## config.mk

```make
export PLATFORM = sky130hd
export DESIGN_NAME = pic_bus_ctrl
export DESIGN_NICKNAME = d
export VERILOG_FILES = /design/src/rtl/pic_pkg.sv /design/src/rtl/pic_strobe_sync.sv /design/src/rtl/pic_bus_ctrl.sv
export SDC_FILE = /design/constraint.sdc
export NUM_CORES = 1
export LEC_CHECK = 0
export CORE_MARGIN = 4
export CORE_UTILIZATION = 35
export CTS_BUF_LIST = sky130_fd_sc_hd__clkbuf_4 sky130_fd_sc_hd__clkbuf_8 sky130_fd_sc_hd__clkbuf_16
export CTS_CLUSTER_SIZE = 8
export DETAILED_ROUTE_END_ITERATION = 8
export DONT_BUFFER_PORTS = 1
export PLACE_DENSITY = 0.54
export SLEW_MARGIN = 30
export SYNTH_ARGS = -nofsm -noshare
export SYNTH_HDL_FRONTEND = slang
export SYNTH_SLANG_ARGS = --single-unit
```

## constraint.sdc

```tcl
create_clock -name CLK -period 4.9 [get_ports CLK]
set_input_delay 0.735 -clock CLK [delete_from_list [all_inputs] [get_ports CLK]]
set_output_delay 0.735 -clock CLK [all_outputs]
set_load 0.01 [all_outputs]
```

## src/rtl/pic_pkg.sv

```systemverilog
// Shared types and bit positions for the PIC bus controller.
// FSM states, ICW/OCW field positions and read-select encoding.
package pic_pkg;

  typedef enum logic [2:0] {
    S_UNINIT,
    S_WAIT_ICW2,
    S_WAIT_ICW3,
    S_WAIT_ICW4,
    S_READY
  } pic_state_e;

  typedef enum logic {
    RD_IRR = 1'b0,
    RD_ISR = 1'b1
  } rd_sel_e;

  // ICW1 fields
  localparam int ICW_FLAG_BIT = 4;
  localparam int LTIM_BIT     = 3;
  localparam int SNGL_BIT     = 1;
  localparam int IC4_BIT      = 0;
  // ICW4 fields
  localparam int SFNM_BIT     = 4;
  localparam int AEOI_BIT     = 1;
  // OCW3 fields
  localparam int OCW3_BIT     = 3;
  localparam int SMM_EN_BIT   = 6;
  localparam int SMM_BIT      = 5;
  localparam int POLL_BIT     = 2;
  localparam int RSEL_EN_BIT  = 1;
  localparam int RSEL_BIT     = 0;

endpackage

```

## src/rtl/pic_strobe_sync.sv

```systemverilog
// Synchroniser for one asynchronous active-low strobe plus edge detect.
// Ports: clk, rst_n, strobe_n in; sync_n, rise, fall out.
module pic_strobe_sync #(
  parameter int   STAGES = 2,
  parameter logic INIT   = 1'b1
) (
  input  logic clk,
  input  logic rst_n,
  input  logic strobe_n,
  output logic sync_n,
  output logic rise,
  output logic fall
);

  logic [STAGES-1:0] chain;
  logic              prev;

  always_ff @(posedge clk or negedge rst_n) begin
    if (!rst_n) begin
      chain <= {STAGES{INIT}};
      prev  <= INIT;
    end else begin
      chain <= {chain[STAGES-2:0], strobe_n};
      prev  <= chain[STAGES-1];
    end
  end

  assign sync_n = chain[STAGES-1];
  assign rise   = sync_n & ~prev;
  assign fall   = ~sync_n & prev;

endmodule

```

## src/rtl/pic_bus_ctrl.sv

```systemverilog
// 8259A-style CPU bus front end: strobe sync, ICW init FSM, OCW regs, read mux.
// Ports: CPU bus (CS_N/RD_N/WR_N/A0/DIN/DOUT), priority-block status in, control regs out.
module pic_bus_ctrl
  import pic_pkg::*;
#(
  parameter int NUM_IRQ     = 8,
  parameter int SYNC_STAGES = 2
) (
  input  logic               CLK,
  input  logic               RST_N,
  input  logic               CS_N,
  input  logic               RD_N,
  input  logic               WR_N,
  input  logic               A0,
  input  logic [7:0]         DIN,
  input  logic [NUM_IRQ-1:0] IRR,
  input  logic [NUM_IRQ-1:0] ISR,
  input  logic               INT_PEND,
  input  logic [2:0]         PRIO_LVL,
  output logic [7:0]         DOUT,
  output logic               DOUT_EN,
  output logic               INIT_DONE,
  output logic               LTIM,
  output logic               SNGL,
  output logic [4:0]         VEC_BASE,
  output logic [7:0]         ICW3_VAL,
  output logic               AEOI,
  output logic               SFNM,
  output logic [NUM_IRQ-1:0] IMR,
  output logic               SMM,
  output logic               OCW2_STB,
  output logic [7:0]         OCW2_CMD,
  output logic               POLL_ACK
);

  logic rd_s, rd_rise, rd_fall;
  logic wr_s, wr_rise, wr_fall;

  pic_strobe_sync #(.STAGES(SYNC_STAGES), .INIT(1'b1)) u_rd (
    .clk      (CLK),
    .rst_n    (RST_N),
    .strobe_n (RD_N),
    .sync_n   (rd_s),
    .rise     (rd_rise),
    .fall     (rd_fall)
  );

  // Held "asserted" through reset so a strobe still low when reset
  // releases never produces a fall edge and is never captured.
  pic_strobe_sync #(.STAGES(SYNC_STAGES), .INIT(1'b0)) u_wr (
    .clk      (CLK),
    .rst_n    (RST_N),
    .strobe_n (WR_N),
    .sync_n   (wr_s),
    .rise     (wr_rise),
    .fall     (wr_fall)
  );

  pic_state_e state_q, state_d;
  rd_sel_e    rd_sel;
  logic       poll_req;
  logic       ic4;
  logic       in_wr, cap_valid, cap_a0;
  logic [7:0] cap_d;
  logic       cmt, cmt_a0;
  logic [7:0] cmt_d;
  logic       in_rd;

  // Write capture: sampled every cycle of a selected strobe,
  // committed one cycle after the synced rising edge.
  always_ff @(posedge CLK or negedge RST_N) begin
    if (!RST_N) begin
      in_wr     <= 1'b0;
      cap_valid <= 1'b0;
      cap_a0    <= 1'b0;
      cap_d     <= 8'h00;
      cmt       <= 1'b0;
      cmt_a0    <= 1'b0;
      cmt_d     <= 8'h00;
    end else begin
      cmt <= wr_rise & cap_valid;
      if (wr_fall) in_wr <= 1'b1;
      if (!wr_s && !CS_N && (in_wr || wr_fall)) begin
        cap_valid <= 1'b1;
        cap_a0    <= A0;
        cap_d     <= DIN;
      end
      if (wr_rise) begin
        in_wr     <= 1'b0;
        cap_valid <= 1'b0;
        cmt_a0    <= cap_a0;
        cmt_d     <= cap_d;
      end
    end
  end

  logic is_icw1, ready;
  logic ld_icw2, ld_icw3, ld_icw4;
  logic ocw1, ocw2, ocw3;

  assign ready   = (state_q == S_READY);
  assign is_icw1 = cmt & ~cmt_a0 & cmt_d[ICW_FLAG_BIT];
  assign ld_icw2 = cmt & cmt_a0 & (state_q == S_WAIT_ICW2);
  assign ld_icw3 = cmt & cmt_a0 & (state_q == S_WAIT_ICW3);
  assign ld_icw4 = cmt & cmt_a0 & (state_q == S_WAIT_ICW4);
  assign ocw1    = cmt & ready & cmt_a0;
  assign ocw2    = cmt & ready & ~cmt_a0 & ~cmt_d[ICW_FLAG_BIT] & ~cmt_d[OCW3_BIT];
  assign ocw3    = cmt & ready & ~cmt_a0 & ~cmt_d[ICW_FLAG_BIT] & cmt_d[OCW3_BIT];

  always_comb begin
    state_d = state_q;
    unique case (1'b1)
      is_icw1: state_d = S_WAIT_ICW2;
      ld_icw2: begin
        if (!SNGL)    state_d = S_WAIT_ICW3;
        else if (ic4) state_d = S_WAIT_ICW4;
        else          state_d = S_READY;
      end
      ld_icw3: state_d = ic4 ? S_WAIT_ICW4 : S_READY;
      ld_icw4: state_d = S_READY;
      default: state_d = state_q;
    endcase
  end

  always_ff @(posedge CLK or negedge RST_N) begin
    if (!RST_N) state_q <= S_UNINIT;
    else        state_q <= state_d;
  end

  assign INIT_DONE = ready;

  logic poll_done;
  assign poll_done = rd_rise & in_rd & ~CS_N & ~A0 & poll_req;

  always_ff @(posedge CLK or negedge RST_N) begin
    if (!RST_N) begin
      LTIM     <= 1'b0;
      SNGL     <= 1'b0;
      ic4      <= 1'b0;
      VEC_BASE <= 5'h00;
      ICW3_VAL <= 8'h00;
      AEOI     <= 1'b0;
      SFNM     <= 1'b0;
      IMR      <= '0;
      SMM      <= 1'b0;
      OCW2_STB <= 1'b0;
      OCW2_CMD <= 8'h00;
      POLL_ACK <= 1'b0;
      poll_req <= 1'b0;
      rd_sel   <= RD_IRR;
      in_rd    <= 1'b0;
    end else begin
      OCW2_STB <= ocw2;
      POLL_ACK <= poll_done;
      if (rd_fall) in_rd <= 1'b1;
      if (rd_rise) in_rd <= 1'b0;
      if (poll_done) poll_req <= 1'b0;
      if (is_icw1) begin
        LTIM     <= cmt_d[LTIM_BIT];
        SNGL     <= cmt_d[SNGL_BIT];
        ic4      <= cmt_d[IC4_BIT];
        IMR      <= '0;
        SMM      <= 1'b0;
        AEOI     <= 1'b0;
        SFNM     <= 1'b0;
        poll_req <= 1'b0;
        rd_sel   <= RD_IRR;
      end
      if (ld_icw2) VEC_BASE <= cmt_d[7:3];
      if (ld_icw3) ICW3_VAL <= cmt_d;
      if (ld_icw4) begin
        AEOI <= cmt_d[AEOI_BIT];
        SFNM <= cmt_d[SFNM_BIT];
      end
      if (ocw1) IMR <= cmt_d[NUM_IRQ-1:0];
      if (ocw2) OCW2_CMD <= cmt_d;
      if (ocw3) begin
        if (cmt_d[RSEL_EN_BIT]) rd_sel <= rd_sel_e'(cmt_d[RSEL_BIT]);
        if (cmt_d[SMM_EN_BIT])  SMM <= cmt_d[SMM_BIT];
        if (cmt_d[POLL_BIT])    poll_req <= 1'b1;
      end
    end
  end

  logic [7:0] rd_mux;

  always_comb begin
    rd_mux = 8'h00;
    if (A0)
      rd_mux = 8'(IMR);
    else if (poll_req)
      rd_mux = {INT_PEND, 4'b0000, PRIO_LVL};
    else if (rd_sel == RD_ISR)
      rd_mux = 8'(ISR);
    else
      rd_mux = 8'(IRR);
  end

  assign DOUT_EN = ~rd_s & ~CS_N;

  always_ff @(posedge CLK or negedge RST_N) begin
    if (!RST_N) DOUT <= 8'h00;
    else        DOUT <= DOUT_EN ? rd_mux : 8'h00;
  end

endmodule
```

==> key figures <==
Yosys
  • Asr flop ratio synth: 100%
  • Synthesized instance count: 249
  • Count leader, synth: dfrtp_1
  • Seq/Total Area, Yosys: 61.3%
  • Yosys reg bits: 78
  • Syn nets: roughly 290
  • Number of synthesized flops with an enable pin: 0
  • Top cell type's share of synthesized area: slightly below 60%
  • Yosys cell types: 38
  • Most common library cells after synthesis: 75 x dfrtp_1, 28 x nand2_1, 27 x mux2_2, 17 x inv_1, 17 x mux2i_1
  • Area leader, netlist: dfrtp_1
  • Post-synth top flop: dfrtp_1
  • Top post-synthesis cells by area: dfrtp_1 59%, mux2_2 9.5%, mux2i_1 5.3%, nand2_1 3.3%, mux2_4 2.8%
  • Syn avg cell area: 12.8 um^2
  • Yosys warnings: 0
  • Post-Syn Area: about 3200 um^2

Critical path
  • Nature of the critical path startpoint: flip-flop
  • Worst EP arrival: around 1.5 ns
  • CP max-delay cell: dfrtp_1
  • Worst reg2reg path depth: 4
  • Worst path bufs/invs: 1
  • WP depth: 2
  • Crit path max fanout: 7
  • CP Class: flip-flop to output pin
  • Crit-path cells: or3b_4 -> inv_1
  • Worst path max stage delay: 0.46 ns
  • Worst Path Required: between 4 and 5 ns
  • Critical Path Sink Type: output pin
  • Critical path's top delay family: flip-flops

Die
  • Die Wd: approximately 100 um
  • Die area: 10700 um^2
  • Initial Utilization: 36.2%
  • Die Y: 103 um
  • Std-Cell Rows: 34
  • I/O pins: 80
  • Core Box Area: ~9000 um^2

Clock network
  • Htree depth: 3
  • Root buf cell: clkbuf_8
  • Skew-Pair Late Insertion Delay: around 0.35 ns
  • Hold Buf Count CTS: 0
  • CTS clk-pin slew, worst paths: around 0.080 ns
  • CTS Sinks: just under 80
  • Num CTS Buffers: 9
  • Clock Tree Buf Depth: 2
  • Buffer count from post-CTS setup fixing: 0
  • CTS-repair resized insts: 0
  • CTS tree: yes

Final layout
  • Layout Cells excl Fill: roughly 360
  • Nets: roughly 290
  • Synth-to-Final Area Change: 9.88%
  • Layout cell share with drive strength beyond 1: a little under a quarter
  • Diode count: 0
  • Fill cell count: 829

Routing
  • Remaining antenna violation count after routing: 0
  • Drt total wl: a little under 7000 um
  • Via count: 1874
  • Initial detailed-routing violation count: 92
  • Vias/cell: between 5 and 6
  • Residual DRC: 0
  • Routed WL per cell: ~18 um
  • DRT Pass-1 Iters: 4

Timing
  • Period minus WS final: about 2.2 ns
  • Final setup fails: 0
  • Final hold slack: 0.0758 ns
  • Fin Clk Skew: approximately 0.010 ns
  • Max-Slew Margin vs Limit: approximately 45%
  • Slew Limit Fails: 0
  • Period Utilization, post-route: 44.6%
  • RSZ-0062 raised after global routing: no
  • Max Fclk: 458 MHz
  • Setup tns final: 0 ns
  • Worst-Margin Slew: about 0.82 ns
  • Final Hold Vio Count: 0

Global route
  • Vias in the first global route: about 2000
  • All-Layer GR Usage: between 10 and 15%
  • Initial antenna violation count: 0
  • Total grt overflow: 0
  • Largest net degree at the start of global routing: slightly below 80
  • First-pass GRT wire length: roughly 11000 um

Hold path
  • HP Class: input port to asynchronous set/reset pin

Placement
  • RD Place Congestion: around 0.73
  • Placed Cells incl. Taps: approximately 350
  • # port buffers: 0
  • HPWL Detailed: a little under 5000 um

Power
  • Leakage: 1.64 nW
  • Maximum vdd drop: 0.145 mV
  • Pwr Density: roughly 450 nW/um^2

Flow run
  • Max-cap viol count: 0

Run status
  • Status: complete, no violations
## worst paths after layout
path,from,slack [ns],endpoint
worst max-delay path,state_q[0],2.72,INIT_DONE
worst min-delay path,RST_N,0.08,in_rd
worst max register to register,state_q[0],2.95,IMR[5]
worst min register to register,u_wr.chain[0],0.36,u_wr.chain[1]
max in group asynchronous,RST_N,4.66,u_rd.prev
min in group CLK,u_wr.chain[0],0.36,u_wr.chain[1]
## report_power, final
part           internal [W]  switching, W  leakage [nW]
clock network      0.000311      0.000225         0.117
logic             0.0000894     0.0000771         0.498
registers          0.000747      0.000121          1.02
total               0.00115      0.000423          1.64
## metal layers
metal | GRT usage [%] | part of all wire (%) | up-vias
met3 | 4.09 | 6.2 | 10
met5 | 0 | 0 | -
met2 | 21.9 | 50 | 34
met1 | 16.7 | 42 | 960
li1 | - | - | 870
met4 | 7.97 | 2.3 | 0
## logic make-up (layout without fill, tap and decap cells)
logic type                 count (synthesis)  after routing  synth area share [%]
AOI/OAI and AO/OA                         33             33                  6.78
DFF                                       78             78                  61.3
buffers and inverters                     26             33                  3.33
and+or+nand+nor                           59             59                  9.73
adders and majority gates                  3              3                  1.18
muxes                                     50             50                  17.7
## stage by stage
stage / setup WS [ns] / area (um^2) / utilization, % / total power [W]
5_1_grt: 2.64 / 3510 / 39.8 / 0.00166
3_3_place_gp: 2.95 / 3280 / 37.3 / 0.00104
2_1_floorplan: 2.89 / 3190 / - / 0.000987
6_report: 2.72 / 3510 / 39.8 / 0.00157
3_5_place_dp: 2.94 / 3280 / 37.3 / 0.00105
4_1_cts: 2.70 / 3510 / 39.8 / 0.00159
## sequential cells by signal, summed over array words and instances (netlist names), 2 cells and up
signal,count
DOUT,8
ICW3_VAL,8
IMR,8
OCW2_CMD,8
VEC_BASE,5
cap_d,8
cmt_d,8
state_q,3
u_rd.chain,2
u_wr.chain,2
## cells in the final DEF, fill, tap and decap left out, drive strengths merged, types with 3 or more instances in the layout
| cell type | count |
|---|---|
| dfrtp | 75 |
| mux2 | 33 |
| nand2 | 28 |
| inv | 17 |
| mux2i | 17 |
| o21ai | 13 |
| clkbuf | 12 |
| nor2 | 7 |
| a22oi | 4 |
| o22ai | 4 |
| a211oi | 4 |
| nand3 | 4 |
| nand3b | 3 |
| ha | 3 |
| dfstp | 3 |
| and2 | 3 |
## final cells by class
| type | instances | area, um^2 | share of cell area (%) |
|---|---|---|---|
| clock buffer | 12 | 153 | 4.35 |
| clock inverter | 4 | 70.1 | 2.00 |
| multi-input combinational | 145 | 1130 | 32.2 |
| sequential | 78 | 1960 | 55.8 |
| tap | 108 | 135 | 3.85 |
| inverter | 17 | 63.8 | 1.82 |
Note: power is estimated with default switching activity, not from simulation.
==> RTL edit (config.mk and constraints unchanged) <==
The 5 states of `pic_state_e` get a one-hot encoding in 5 bits.
--- a/src/rtl/pic_pkg.sv
+++ b/src/rtl/pic_pkg.sv
@@ -4,8 +4,8 @@
 
-  typedef enum logic [2:0] {
-    S_UNINIT,
-    S_WAIT_ICW2,
-    S_WAIT_ICW3,
-    S_WAIT_ICW4,
-    S_READY
+  typedef enum logic [4:0] {
+    S_UNINIT    = 5'b00001,
+    S_WAIT_ICW2 = 5'b00010,
+    S_WAIT_ICW3 = 5'b00100,
+    S_WAIT_ICW4 = 5'b01000,
+    S_READY     = 5'b10000
   } pic_state_e;
Check against the original RTL: no difference found for any inputs over 10 cycles, from zero or initial values and one cycle with RST_N low; not proved beyond that.
==> RTL edit against the original RTL <==
  * Critical path depth stayed put
  * Worst setup slack worse by 97 ps
  * Fmax fell by 4.2%
  * Routed wire length is 5.4% higher
  * Power about the same
  * Synthesized area increased by 6.5%
  * Clock skew grew 1.5 ps
  * Largest power group unchanged
  * Count of clock-buffer cells in the layout decreased by 3
  * Final area increased by 4.8%
  * Clock power fell by 17%
  * Sequential cell count is 2 higher
==> RTL edit: results (changes against the original RTL) <==
| Metric | Value |
|---|---|
| Met3 usage | `4.49% (+0.40 points)` |
| Clock Skew | `11.9 ps (+1.51 ps)` |
| Cell variety after synth | `41 (+7.9%)` |
| Synth top cells by count | `dfrtp_1 (76), mux2_2 (38), nand2_1 (30)` |
| Routability cong. | `0.757 (+3.9%)` |
| Post-Route WL | `7.09 mm (+5.4%)` |
| Delay-heaviest family, CP | `simple AND/OR/NAND/NOR gates` |
| Leak | `1.66 nW (+1.8%)` |
| 1st-iter DRT viols | `58 (-37%)` |
| Largest net degree at the start of global routing | `81 (+2.5%)` |
| Routed wl met3 | `530 um (+28%)` |
| Compound-Gate Fraction of Synth Area | `7.07% (+0.28 points)` |
| CP arrival | `1550 ps (+100 ps)` |
| Share of cells above drive strength 1 | `25.9% (+2.5 points)` |
| Post-DP Area | `3490 um2 (+6.4%)` |
| First-pass GRT wire length | `11.4 mm (+2.7%)` |
| Status | `finished clean` |
| Global Route met2 Usage | `19.8% (-2.1 points)` |
| Worst R2R Path Depth | `3 (-1)` |
| Met1 global-route usage | `16.8% (+0.11 points)` |
| Dpl hpwl | `4.97 mm (+3.4%)` |
| Worst vdd ir | `0.000134 V (-8.0%)` |
| Pre-CTS WS | `2940 ps (-4.75 ps)` |
| Ranking of synthesized cells by area | `dfrtp_1 (56%), mux2_2 (13%), mux2i_1 (3.5%), nand2_1 (3.3%), dfstp_2 (3.1%)` |
| Crit Path Max Fanout | `11 (+4)` |
## RTL edit: cell types whose count changed after synthesis, sizes merged, moves of 4 or more
cell    delta
a211oi     -4
a21oi      +6
mux2       +5
mux2i      -5
o22ai      -4
## RTL edit: final timing paths
kind                       slack [ps]          start            end
max                              2620     state_q[3]      INIT_DONE
min reg2reg                       360  u_wr.chain[0]  u_wr.chain[1]
min                                70          RST_N    ICW3_VAL[6]
min in group CLK                  360  u_wr.chain[0]  u_wr.chain[1]
max in group asynchronous        4630          RST_N  u_rd.chain[0]
max reg2reg                      3000         cmt_a0     state_q[4]
## RTL edit: final cells by class
type	instances	area share [%]
sequential	80	54.6
multi-input combinational	158	34.5
tap	129	4.39
clock buffer	9	3.37
inverter	16	1.63
clock inverter	7	1.53
## RTL edit: power by group
part | total [mW] | internal (mW) | switching [mW]
Sequential | 0.918 | 0.768 | 0.150
Clock | 0.444 | 0.187 | 0.257
Combinational | 0.210 | 0.117 | 0.0931
